**src/rtl/maxpool2x2_stream_pkg.sv**
```systemverilog
// -----------------------------------------------------------------------------
// maxpool2x2_stream_pkg
// Shared nn package: default pixel width and feature-map geometry used by the
// conv units and the 2x2 max-pool stage, plus a helper that sizes counters.
// -----------------------------------------------------------------------------
package maxpool2x2_stream_pkg;

  localparam int unsigned NN_N     = 16;  // pixel data width
  localparam int unsigned NN_IMG_W = 28;  // feature-map width  (even, >= 2)
  localparam int unsigned NN_IMG_H = 28;  // feature-map height (even, >= 2)

  // Bits needed to count 0..depth-1; never narrower than one bit.
  function automatic int unsigned cnt_w(input int unsigned depth);
    if (depth > 32'd1) begin
      return $clog2(depth);
    end else begin
      return 32'd1;
    end
  endfunction

endpackage

```
**src/rtl/maxpool2x2_stream_if.sv**
```systemverilog
// -----------------------------------------------------------------------------
// maxpool2x2_stream_if
// Pixel stream into the pool stage and pooled pixel stream out of it.
//   din_vld/din            : raster-order input pixels (no backpressure)
//   dout/dout_vld          : pooled pixel and its one-cycle valid pulse
//   frame_done             : pulses with the last pooled pixel of a frame
// master = upstream/producer view, slave = pool stage view.
// -----------------------------------------------------------------------------
interface maxpool2x2_stream_if #(
  parameter int unsigned N = maxpool2x2_stream_pkg::NN_N
) ();

  logic         din_vld;
  logic [N-1:0] din;
  logic [N-1:0] dout;
  logic         dout_vld;
  logic         frame_done;

  modport master (
    output din_vld,
    output din,
    input  dout,
    input  dout_vld,
    input  frame_done
  );

  modport slave (
    input  din_vld,
    input  din,
    output dout,
    output dout_vld,
    output frame_done
  );

endinterface

```
**src/rtl/maxpool2x2_stream_line_buf.sv**
```systemverilog
// -----------------------------------------------------------------------------
// pool_line_buf
// Holds the horizontal maxima of the even row while the odd row streams in.
//   clk    : write clock
//   we     : write enable
//   waddr  : write entry (col>>1)
//   wdata  : horizontal max to store
//   raddr  : read entry (col>>1), combinational read
//   rdata  : stored horizontal max
// Contents are intentionally not reset; every entry is written in an even row
// before it is read in the following odd row.
// -----------------------------------------------------------------------------
module pool_line_buf #(
  parameter int unsigned N     = 16,
  parameter int unsigned DEPTH = 14,
  parameter int unsigned AW    = 4
) (
  input  logic          clk,
  input  logic          we,
  input  logic [AW-1:0] waddr,
  input  logic [N-1:0]  wdata,
  input  logic [AW-1:0] raddr,
  output logic [N-1:0]  rdata
);

  logic [N-1:0] mem_q [DEPTH];

  // Single write port storage.
  always_ff @(posedge clk) begin
    if (we) begin
      mem_q[waddr] <= wdata;
    end
  end

  assign rdata = mem_q[raddr];

endmodule

```
**src/rtl/maxpool2x2_stream.sv**
```systemverilog
// -----------------------------------------------------------------------------
// maxpool2x2_stream
// Streaming 2x2/stride-2 unsigned max-pool over a raster-order feature map.
//   clk    : clock, rising edge
//   rst_n  : asynchronous active-low reset (discards any partial frame)
//   clear  : synchronous frame abort, wins over a simultaneous din_vld
//   bus    : slave side of maxpool2x2_stream_if (din_vld/din in,
//            dout/dout_vld/frame_done out, all outputs registered)
// Even columns park in a pair register, odd columns form a horizontal max.
// Even rows store that max in a half-width line buffer; odd rows combine it
// with the buffered max and emit one pooled pixel the cycle after.
// IMG_W and IMG_H must be even and >= 2.
// -----------------------------------------------------------------------------
module maxpool2x2_stream
  import maxpool2x2_stream_pkg::*;
#(
  parameter int unsigned N     = NN_N,
  parameter int unsigned IMG_W = NN_IMG_W,
  parameter int unsigned IMG_H = NN_IMG_H
) (
  input  logic                  clk,
  input  logic                  rst_n,
  input  logic                  clear,
  maxpool2x2_stream_if.slave    bus
);

  localparam int unsigned CW       = cnt_w(IMG_W);
  localparam int unsigned RW       = cnt_w(IMG_H);
  localparam int unsigned LB_DEPTH = IMG_W / 2;
  localparam int unsigned AW       = cnt_w(LB_DEPTH);

  localparam logic [CW-1:0] COL_LAST = CW'(IMG_W - 1);
  localparam logic [RW-1:0] ROW_LAST = RW'(IMG_H - 1);

  function automatic logic [N-1:0] umax(input logic [N-1:0] a, input logic [N-1:0] b);
    if (a >= b) begin
      return a;
    end else begin
      return b;
    end
  endfunction

  logic [CW-1:0] col_q,        col_d;
  logic [RW-1:0] row_q,        row_d;
  logic [N-1:0]  pair_q,       pair_d;
  logic [N-1:0]  dout_q,       dout_d;
  logic          dout_vld_q,   dout_vld_d;
  logic          frame_done_q, frame_done_d;

  logic          lb_we_s;
  logic [AW-1:0] lb_addr_s;
  logic [N-1:0]  lb_rdata_s;
  logic [N-1:0]  hmax_s;
  logic [N-1:0]  vmax_s;

  // Write and read share col>>1: the even row writes an entry, the odd row reads it.
  assign lb_addr_s = AW'(col_q >> 1'b1);
  assign hmax_s    = umax(pair_q, bus.din);
  assign vmax_s    = umax(hmax_s, lb_rdata_s);

  pool_line_buf #(
    .N     (N),
    .DEPTH (LB_DEPTH),
    .AW    (AW)
  ) u_line_buf (
    .clk   (clk),
    .we    (lb_we_s),
    .waddr (lb_addr_s),
    .wdata (hmax_s),
    .raddr (lb_addr_s),
    .rdata (lb_rdata_s)
  );

  // Next-state: raster position, pair/line-buffer updates and pooled output.
  always_comb begin
    col_d        = col_q;
    row_d        = row_q;
    pair_d       = pair_q;
    dout_d       = dout_q;
    dout_vld_d   = 1'b0;
    frame_done_d = 1'b0;
    lb_we_s      = 1'b0;

    if (clear) begin
      // Abort drops the coincident pixel; line buffer contents become don't-care.
      col_d  = {CW{1'b0}};
      row_d  = {RW{1'b0}};
      pair_d = {N{1'b0}};
    end else if (bus.din_vld) begin
      if (!col_q[0]) begin
        pair_d = bus.din;
      end else if (!row_q[0]) begin
        lb_we_s = 1'b1;
      end else begin
        dout_d       = vmax_s;
        dout_vld_d   = 1'b1;
        frame_done_d = (row_q == ROW_LAST) && (col_q == COL_LAST);
      end

      if (col_q == COL_LAST) begin
        col_d = {CW{1'b0}};
        if (row_q == ROW_LAST) begin
          row_d = {RW{1'b0}};
        end else begin
          row_d = row_q + RW'(1'b1);
        end
      end else begin
        col_d = col_q + CW'(1'b1);
      end
    end else begin
      // Gap cycle: nothing advances, dout keeps its last value.
      col_d = col_q;
    end
  end

  // State and output registers.
  always_ff @(posedge clk or negedge rst_n) begin
    if (!rst_n) begin
      col_q        <= {CW{1'b0}};
      row_q        <= {RW{1'b0}};
      pair_q       <= {N{1'b0}};
      dout_q       <= {N{1'b0}};
      dout_vld_q   <= 1'b0;
      frame_done_q <= 1'b0;
    end else begin
      col_q        <= col_d;
      row_q        <= row_d;
      pair_q       <= pair_d;
      dout_q       <= dout_d;
      dout_vld_q   <= dout_vld_d;
      frame_done_q <= frame_done_d;
    end
  end

  assign bus.dout       = dout_q;
  assign bus.dout_vld   = dout_vld_q;
  assign bus.frame_done = frame_done_q;

endmodule

```
**src/flat_wrapper.sv**
```systemverilog
// flat-port wrapper written by rule: the top's interface ports become plain ports
module maxpool2x2_stream_flat import maxpool2x2_stream_pkg::*;
#(
  parameter int unsigned N     = NN_N,
  parameter int unsigned IMG_W = NN_IMG_W,
  parameter int unsigned IMG_H = NN_IMG_H
)
  (clk, rst_n, clear, bus_din_vld, bus_din, bus_dout, bus_dout_vld, bus_frame_done);
  maxpool2x2_stream_if #(.N(N)) bus_i ();
  input  logic clk;
  input  logic rst_n;
  input  logic clear;
  input wire logic [$bits(bus_i.din_vld)-1:0] bus_din_vld;
  input wire logic [$bits(bus_i.din)-1:0] bus_din;
  output wire logic [$bits(bus_i.dout)-1:0] bus_dout;
  output wire logic [$bits(bus_i.dout_vld)-1:0] bus_dout_vld;
  output wire logic [$bits(bus_i.frame_done)-1:0] bus_frame_done;
  assign bus_i.din_vld = bus_din_vld;
  assign bus_i.din = bus_din;
  assign bus_dout = bus_i.dout;
  assign bus_dout_vld = bus_i.dout_vld;
  assign bus_frame_done = bus_i.frame_done;
  maxpool2x2_stream #(.N(N), .IMG_W(IMG_W), .IMG_H(IMG_H)) u_core (.clk(clk), .rst_n(rst_n), .clear(clear), .bus(bus_i));
endmodule
```
**config.mk**
```make
export PLATFORM = sky130hd
export DESIGN_NAME = maxpool2x2_stream_flat
export DESIGN_NICKNAME = d
export VERILOG_FILES = /design/src/rtl/maxpool2x2_stream_pkg.sv /design/src/rtl/maxpool2x2_stream_if.sv /design/src/rtl/maxpool2x2_stream_line_buf.sv /design/src/rtl/maxpool2x2_stream.sv /design/src/flat_wrapper.sv
export SDC_FILE = /design/constraint.sdc
export NUM_CORES = 1
export LEC_CHECK = 0
export BUFFER_PORTS_ARGS = -buffer_cell sky130_fd_sc_hd__buf_2
export CAP_MARGIN = 20
export CORE_MARGIN = 5
export CORE_UTILIZATION = 55
export DETAILED_ROUTE_END_ITERATION = 10
export GPL_ROUTABILITY_DRIVEN = 0
export PLACE_DENSITY = 0.74
export SLEW_MARGIN = 10
export SYNTH_ARGS = -nofsm -noshare
export SYNTH_HDL_FRONTEND = slang
export SYNTH_HIERARCHICAL = 1
export SYNTH_SLANG_ARGS = --single-unit
```
**constraint.sdc**
```tcl
create_clock -name clk -period 6 [get_ports clk]
set_input_delay 0.3 -clock clk [delete_from_list [all_inputs] [get_ports clk]]
set_output_delay 0.3 -clock clk [all_outputs]
set_load 0.01 [all_outputs]
```
---- Word level (Yosys, flattened, before mapping) ----
Memory sizes are Yosys's and may differ from the RTL's.
Index checks and enable logic that the tools add are counted.
operators by class
  add/sub/neg operators ................... 2
  order comparisons ....................... 2
  eq/ne operators ......................... 3
  mux-type cells .......................... 26
  bitwise gates (word level) .............. 1
  reduce and logical (&&, ||, !) cells .... 6
operator list
  kind                                                            number
  16-bit 2-to-1 mux                                               5
  5-bit 2-to-1 mux                                                7
  16-bit >= comparator                                            2
  1-bit 2-to-1 mux                                                14
  5-bit by 1-bit adder with 5-bit output (second input constant)  2
  5-bit == test (second input constant)                           2
  2-bit AND reduction                                             2
  4-bit AND reduction                                             1
  2-bit nonzero test                                              2
  2-bit != test (second input constant)                           1
  1-bit logical AND                                               1
  1-bit inverter                                                  1
word-level totals
  flip-flop bits (word level) ............. 44
  RAM bits ................................ 224
  input bits .............................. 20
  logic and storage cells ................. 47
  memories ................................ 1
memories
  memory                   depth  width  read ports  clocked after memory_dff  wr ports  RTL line                          text
  u_core.u_line_buf.mem_q  14     16     1           0                         1         maxpool2x2_stream_line_buf.sv:26  logic [N-1:0] mem_q [DEPTH];

---- Longest topological paths before layout ----
Gate-level depths: netlist of run 1.
  depth after elaboration ................. 6
  mapped depth ............................ 18
  mapped depth without buffers ............ 15

---- Modules after synthesis ----
Netlist of run 1, hierarchy kept.
modules (own cells, without submodules)
  module             times used  cells each  area each (µm²)  seq. area each (µm²)
  pool_line_buf      1           379         8600.7           6726.5
  maxpool2x2_stream  1           383         3143.0           1101.1

---- Worst setup path before layout of run 1 ----
No wires, ideal clock.
  kind .................................... register -> register
  from .................................... register u_core.pair_q[0]
  to ...................................... register u_core.dout_q[10], in the netlist u_core/bus.dout[10]
  library setup time ...................... 0.129 ns
  data arrival time ....................... 3.980 ns
  data required time ...................... 5.871 ns
  slack ................................... 1.891 ns
  cell stages (with the launch flop) ...... 19
  path buffers ............................ 3
  path through ............................ dfrtp_1 -> inv_1 -> ha_1 -> nand2b_4 -> a2111o_1 -> a311o_1 -> nor2_1 -> buf_2 -> nand2_1 -> nand2_1 -> ha_1 -> a211oi_1 -> nand2_1 -> o2111ai_1 -> or4b_1 -> clkbuf_1 -> buf_2 -> o21a_1 -> o2bb2ai_1
between the ends
  longest elaborated chain between the ends .. 4
RTL lines
  item                        RTL line                  text
  from (decl)                 maxpool2x2_stream.sv:45   logic [N-1:0] pair_q, pair_d;
  from (signal assigned)      maxpool2x2_stream.sv:121  pair_q <= {N{1'b0}};
  from (signal assigned)      maxpool2x2_stream.sv:128  pair_q <= pair_d;
  16-bit >= comparator        maxpool2x2_stream.sv:36   if (a >= b) begin
  16-bit 2-to-1 mux           maxpool2x2_stream.sv:36
  named net u_core.hmax_s[3]  maxpool2x2_stream.sv:53   logic [N-1:0] hmax_s;
  16-bit >= comparator        maxpool2x2_stream.sv:36
  16-bit 2-to-1 mux           maxpool2x2_stream.sv:36
  to (signal assigned)        maxpool2x2_stream.sv:122  dout_q <= {N{1'b0}};
  to (signal assigned)        maxpool2x2_stream.sv:129  dout_q <= dout_d;
  to (decl)                   maxpool2x2_stream.sv:46   logic [N-1:0] dout_q, dout_d;
The timed path passes the listed nets, and every way through them passes these cells.
A chain may end at the register's enable or synchronous reset.

---- Final worst setup path of run 1 ----
  from .................................... register u_core.pair_q[0]
  to ...................................... register u_core.dout_q[3], in the netlist u_core/bus.dout[3]
The elaborated chain is that of the path after synthesis.

==> run metrics, run 1 <==
VDD IR max=0.200 mV; routed len/inst=~24 µm; first-pass GRT wire length=40.9 mm; critical-path cell list=inv_1, ha_1, nand2b_4, a2111o_1, a311o_1, nor2_1, buf_4, nand2_1, nand2_1, ha_1, nand4_1, a211oi_1, o2111ai_1, or4b_1, o311ai_0, o2bb2ai_1; H-tree levels=1; post-synth top area share=0.573; worst setup path start=u_core/pair_q[0]$_DFFE_PN0P_; TNS Setup=0 ps; critical path depth in cells=16; DRT antenna net count=0; multi-input logic area=~0.0035 mm²; Static Leakage=0.00471 µW; distinct cell type count after synthesis=between 50 and 60; pwr dens=roughly 300 mW/mm²; die area=0.0244 mm²; run status=completed; DP Wirelength=17.0 mm; Layout Cells excl Fill=1,107; DR DRC count=0; MaxCap Viol Count=0; # rows=53; total CTS buffers=26; Buf/Inv on CP=2; most frequent cells in the layout=edfxtp_1 (224), nand2_1 (71), inv_1 (50), a21oi_1 (47), dfrtp_1 (42); Die Y=approximately 160 µm; Yosys reg bits=~270; Root Buffer=clkbuf_16; warning count from the yosys run=6; Hold Path Class=in2reg; Slew headroom=0.274; CTS Sinks=268; FILL cells=1,431; 1st-pass router iterations=7; I/O Buffers=37; NumNets Final=just under 900; Worst R2R Path Depth=16; Max Slew Vio Count=0; DRT iter0 DRCs=about 640; count of final hold-check violations=0; Critical Path Sink=u_core/bus.dout[3]$_DFFE_PN0P_; slowest CP cell=or4b_1; RSZ-0062 raised after global routing=false; share of cells above drive strength 1=0.206; maximum fanout along the worst path=32; Worst path top cell family by delay=simple AND/OR/NAND/NOR gates; sequential area share after synthesis=0.667; most common cell after layout, fill and taps aside=edfxtp_1; Placed Cells=1,054; average size of a mapped cell=15.4 µm²; via count=6,923; ys flop type=edfxtp_1; Ant. Diodes=0; die width=156 µm; syn_nets=816; WP data required=6390 ps; deepest clock path buffer count=3; share of flip-flops with an asynchronous set or reset=0.164; RR Startpoint=u_core/pair_q[0]$_DFFE_PN0P_; CP endpoint kind=register; antenna violations before repair=0; Min Clock Period, post-route=5090 ps; clock latency on the worst-skew pair=between 500 and 600 ps; via/cell ratio=approximately 6.3; top cells by area, synth=edfxtp_1 (57%), dfrtp_1 (9.4%), mux4_2 (7.5%); cell taking the most area after synthesis=edfxtp_1; area grow syn2layout=12.3%; Critical Setup Path Class=reg2reg; final setup fails=0; total gr overflow=0; core area=0.0210 mm²; I/O Pins=38; largest net degree at the start of global routing=45; Reg2Reg Setup Slack=910 ps; Post CTS Setup Buffer Count=0; Post-synth EDFFs=224; number of global-route vias before repair=a little over 7k; fin crit share=0.849; Initial Util=0.559; drt total wl=26.3 mm; Total Power=just under 4000 µW; register area=0.00783 mm²; Critical Path AT=5490 ps; post-cts resize count=0; Worst-path clk slew=around 60 ps; synthesized area=0.0117 mm²; max incr delay on CP=910 ps; Final Skew=18.6 ps; measured slew at the worst slew-check pin=about 1100 ps; R2R Path End=u_core/bus.dout[3]$_DFFE_PN0P_; CTS tree=done; crit start category=register; f_max=0.196 GHz; Total Routing Usage GR=0.219; cell count after synthesis=762
-- worst min-delay path, stage by stage --
cell and delay, ps:
buf_2 110, nand2_1 50, a21oi_1 50
-- cell usage after synthesis, types with 4 or more instances --
| master | number |
|---|---|
| nand3_1 | 9 |
| mux2_2 | 16 |
| clkbuf_1 | 17 |
| a21oi_1 | 47 |
| a211oi_1 | 4 |
| mux4_1 | 9 |
| nor2_1 | 24 |
| mux4_2 | 39 |
| buf_6 | 4 |
| ha_1 | 34 |
| o21a_1 | 16 |
| nand4_1 | 5 |
| o2bb2ai_1 | 15 |
| inv_1 | 50 |
| buf_2 | 13 |
| dfrtp_1 | 44 |
| nand2_1 | 71 |
| o22ai_1 | 17 |
| o311ai_0 | 12 |
| nor3_1 | 9 |
| edfxtp_1 | 224 |
| o21ai_0 | 22 |
| mux2i_1 | 18 |
| nand2b_1 | 4 |
-- metal layers --
metal,part of all wire,GRT usage,up-vias
met2,0.51,0.371,249
met4,0.025,0.0583,0
met3,0.059,0.0286,51
met1,0.40,0.305,3569
li1,-,-,3054
met5,0,0,-
-- power by group --
| part | internal [µW] | switching, µW |
|---|---|---|
| combinational | 90.4 | 166 |
| sequential | 2050 | 17.7 |
| clock | 958 | 659 |
-- cells by family after synthesis --
group	count (synthesis)	share of synthesized area
DFF	268	0.667
AOI/OAI and AO/OA	147	0.0813
and+or+nand+nor	140	0.0550
buffers and inverters	91	0.0354
muxes	82	0.126
adders and majority gates	34	0.0362
-- what timing repair did --
action                     4_1_cts  5_1_grt
hold endpoints to repair        44        0
hold buffers                     1        0
setup endpoints to repair        0        0
-- flip-flops by register name, summed over array words and instances, names as in the netlist --
signal,flops
u_core/bus.dout,16
u_core/pair_q,16
u_core/bus.dout_vld,1
u_core/bus.frame_done,1
u_core/col_q,5
u_core/row_q,5
u_core/u_line_buf/mem_q,224
-- how the worst min path moves through the flow --
stage / start / to / slack (ps) / depth (start not counted)
after floorplan: rst_n / u_core/bus.dout[0]$_DFFE_PN0P_ / 4 / 0
final: bus_din[12] / u_core/pair_q[12]$_DFFE_PN0P_ / 20 / 3
after CTS: bus_din[12] / u_core/pair_q[12]$_DFFE_PN0P_ / 10 / 3
after global placement: rst_n / u_core/bus.dout_vld$_DFF_PN0_ / 400 / 2
after global routing: bus_din[12] / u_core/pair_q[12]$_DFFE_PN0P_ / 20 / 3
after detailed placement: rst_n / u_core/bus.dout[10]$_DFFE_PN0P_ / 420 / 2
-- through the flow --
step,cell area [µm²],utilization,setup WS [ps],hold WS [ps]
after floorplan,11700,-,1890,4.41
after global placement,12300,0.583,728,405
after global routing,13200,0.628,541,20.8
after detailed placement,12300,0.583,617,423
after CTS,13100,0.625,575,13.0
final,13200,0.628,905,24.1
-- final cells by class --
| type | count | area share |
|---|---|---|
| flip-flops and latches | 268 | 0.594 |
| repair buffers | 63 | 0.0318 |
| inverters | 50 | 0.0142 |
| clock inverters | 12 | 0.00873 |
| clock buffers | 36 | 0.0568 |
| well taps | 275 | 0.0261 |
| multi-input cells | 403 | 0.269 |
Note: power is estimated with default switching activity, not from simulation.
==> run 2, diff against run 1 <==
- PLACE_DENSITY: 0.74 -> 0.77
- clock period: 6 -> 4.1 ns (I/O delays scaled with it)
==> run 2 against run 1 <==
  * Final cell count up 3.7%
  * Via count rose by 1.4%
  * Combinational power increased by 75%
  * Hold slack improved by 17 ps
  * Register-to-register slack lost 810 ps
  * Non-clock buffer count increased by 40
  * Critical path type unchanged
  * Critical endpoint is now u_core/bus.dout[11]$_DFFE_PN0P_
==> run metrics, run 2 (synthesized netlist as in run 1, its figures left out) <==
Worst-path clk slew=70 ps (about the same); die width=156 µm (unchanged); most common cell after layout, fill and taps aside=edfxtp_1; VDD IR max=0.434 mV (+120%); max incr delay on CP=510 ps (-400 ps); pwr dens=437 mW/mm² (+46%); fin crit share=0.976 (+0.127); Hold Path Depth=3 (unchanged); WP data required=4510 ps (-1880 ps); Die Y=156 µm (unchanged); Worst Hold End=u_core/row_q[1]$_DFFE_PN0P_; via/cell ratio=6.11 (-2.2%); # rows=53 (unchanged); die area=0.0244 mm² (unchanged); Static Leakage=0.00498 µW (+5.6%); Hold Path Class=in2reg; GRT met2 Usage=0.353 (-0.0179); I/O Pins=38 (unchanged); 1st-pass router iterations=7 (unchanged); Most Frequent Cell on Critical Path=nand2_1; fin area=0.0137 mm² (+3.6%); DR DRC count=0 (unchanged); measured slew at the worst slew-check pin=1080 ps (-5.24 ps); Ant. Diodes=0 (unchanged); final setup fails=0 (unchanged); DP Area=0.0125 mm² (+1.9%); Biggest register=u_core/u_line_buf/mem_q; Slew headroom=0.275 (+0.000823); DRT iter0 DRCs=678 (+6.1%); final core occ=0.650 (+0.0227); critical-path cell list=inv_1, ha_1, nand2b_4, a2111o_1, a311o_2, nor2_4, nand2_1, nand2_1, ha_1, a211oi_2, nand2_1, o2111ai_1, or4b_4, buf_12, o21a_1, o2bb2ai_1; MaxCap Viol Count=0 (unchanged); total gr overflow=0 (unchanged); Buf/Inv on CP=2 (unchanged); Max Slew Vio Count=0 (unchanged); NumNets Final=907 (+4.7%); I/O Buffers=37 (unchanged); via count=7,019 (+1.4%); total CTS buffers=26 (unchanged); f_max=0.250 GHz (+27%); drt total wl=25.2 mm (-4.2%); M1 GR Usage=0.286 (-0.0196); Critical Setup Path Class=reg2reg; Worst path top cell family by delay=compound AO/OA/AOI/OAI gates; most frequent cells in the layout=edfxtp_1 (224), nand2_1 (71), inv_1 (50), a21oi_1 (47); share of cells above drive strength 1=0.239 (+0.0339); run status=completed; antenna violations before repair=0 (unchanged); R2R Path End=u_core/bus.dout[11]$_DFFE_PN0P_; DRT antenna net count=0 (unchanged); CTS tree=done; deepest clock path buffer count=3 (unchanged); Min Clock Period, post-route=4000 ps (-1090 ps); crit start category=register; gr busiest metal=met2; RR Startpoint=u_core/pair_q[0]$_DFFE_PN0P_; Worst R2R Path Depth=16 (unchanged); max reg flops=224 (unchanged); Total Power=5970 µW (+51%); Initial Util=0.559 (unchanged); GR Util met3=0.0283 (-0.000277); routed len/inst=21.9 µm (-7.6%); Final Skew=14.4 ps (-4.23 ps); Reg2Reg Setup Slack=100 ps (-810 ps); largest net degree at the start of global routing=45 (unchanged); Root Buffer=clkbuf_16; number of global-route vias before repair=7,181 (+1.4%); area grow syn2layout=16.4%; Total Routing Usage GR=0.207 (-0.0122); Hold Path Origin=bus_din_vld; count of final hold-check violations=0 (unchanged); H-tree levels=1 (unchanged); slowest CP cell=or4b_4; DP Wirelength=16.3 mm (-3.9%); first-pass GRT wire length=39.7 mm (-3.0%); CTS Sinks=268 (unchanged); CP endpoint kind=register; core area=0.0210 mm² (unchanged); RSZ-0062 raised after global routing=true; Critical Path AT=4410 ps (-1080 ps); clock latency on the worst-skew pair=530 ps (about the same); maximum fanout along the worst path=32 (unchanged)
[run 2: cell count changes in the layout (fill, tap and decap cells not counted), sizes merged]
cell / previous run / this run
buf: 62 / 86
dlygate4sd3: 1 / 17
clkbuf: 36 / 39
clkinvlp: 3 / 0
a311o: 1 / 2
clkinv: 7 / 6
inv: 50 / 51
[run 2: area by class of cell]
cell class / instances / area, µm²
Sequential cell: 268 / 7830
Fill cell: 1390 / 7350
Multi-Input combinational cell: 404 / 3580
Clock buffer: 39 / 813
Timing Repair Buffer: 103 / 802
Tap cell: 275 / 344
Inverter: 50 / 188
Clock inverter: 9 / 108
[run 2: through the flow]
step	setup TNS [ps]	hold WS (ps)	cells	worst slack (ps)
finish	0	41.6	1148	97.6
global route	-899	71.0	1148	-80.7
CTS	0	32.9	1145	29.4
detailed placement	-467	427	1080	-52.8
global placement	0	397	1080	199
floorplan	0	-90.6	762	67.8
[run 2: worst max path at each step]
stage	startpoint	endpoint	slack (ps)	cells after the start
after floorplan	u_core/pair_q[0]$_DFFE_PN0P_	u_core/bus.dout[10]$_DFFE_PN0P_	70	18
after global placement	u_core/pair_q[0]$_DFFE_PN0P_	u_core/bus.dout[11]$_DFFE_PN0P_	200	15
after detailed placement	u_core/pair_q[0]$_DFFE_PN0P_	u_core/bus.dout[11]$_DFFE_PN0P_	-50	16
after CTS	u_core/pair_q[0]$_DFFE_PN0P_	u_core/bus.dout[11]$_DFFE_PN0P_	30	16
after global routing	u_core/pair_q[0]$_DFFE_PN0P_	u_core/bus.dout[15]$_DFFE_PN0P_	-80	15
final	u_core/pair_q[0]$_DFFE_PN0P_	u_core/bus.dout[11]$_DFFE_PN0P_	100	16
[run 2: report_power, final]
part | leakage, µW | internal (µW) | total (µW) | switching [µW]
combinational | 0.00198 | 185 | 447 | 262
clock | 0.000458 | 1500 | 2500 | 998
sequential | 0.00254 | 3000 | 3020 | 22.5
total | 0.00498 | 4690 | 5970 | 1280
[run 2: routing by layer]
| metal | vias to the layer above | share of wire |
|---|---|---|
| li1 | 3140 | - |
| met1 | 3570 | 0.41 |
| met2 | 270 | 0.52 |
| met3 | 39 | 0.054 |
| met4 | 0 | 0.021 |
| met5 | - | 0 |
[run 2: worst min-delay path, delay by kind of cell]
kind                   cells  cell delay (ps)
and+or+nand+nor            1              100
AOI/OAI and AO/OA          1               60
buffers and inverters      1              160
[run 2: timing repair]
item                                    CTS  global route
hold buffers                             17             0
hold endpoints to repair                 60             0
gates cloned                              0             1
pin swaps                                 0             4
endpoints found under the setup margin   16            16
buffers inserted                          0             1
gates resized for setup                   5            19
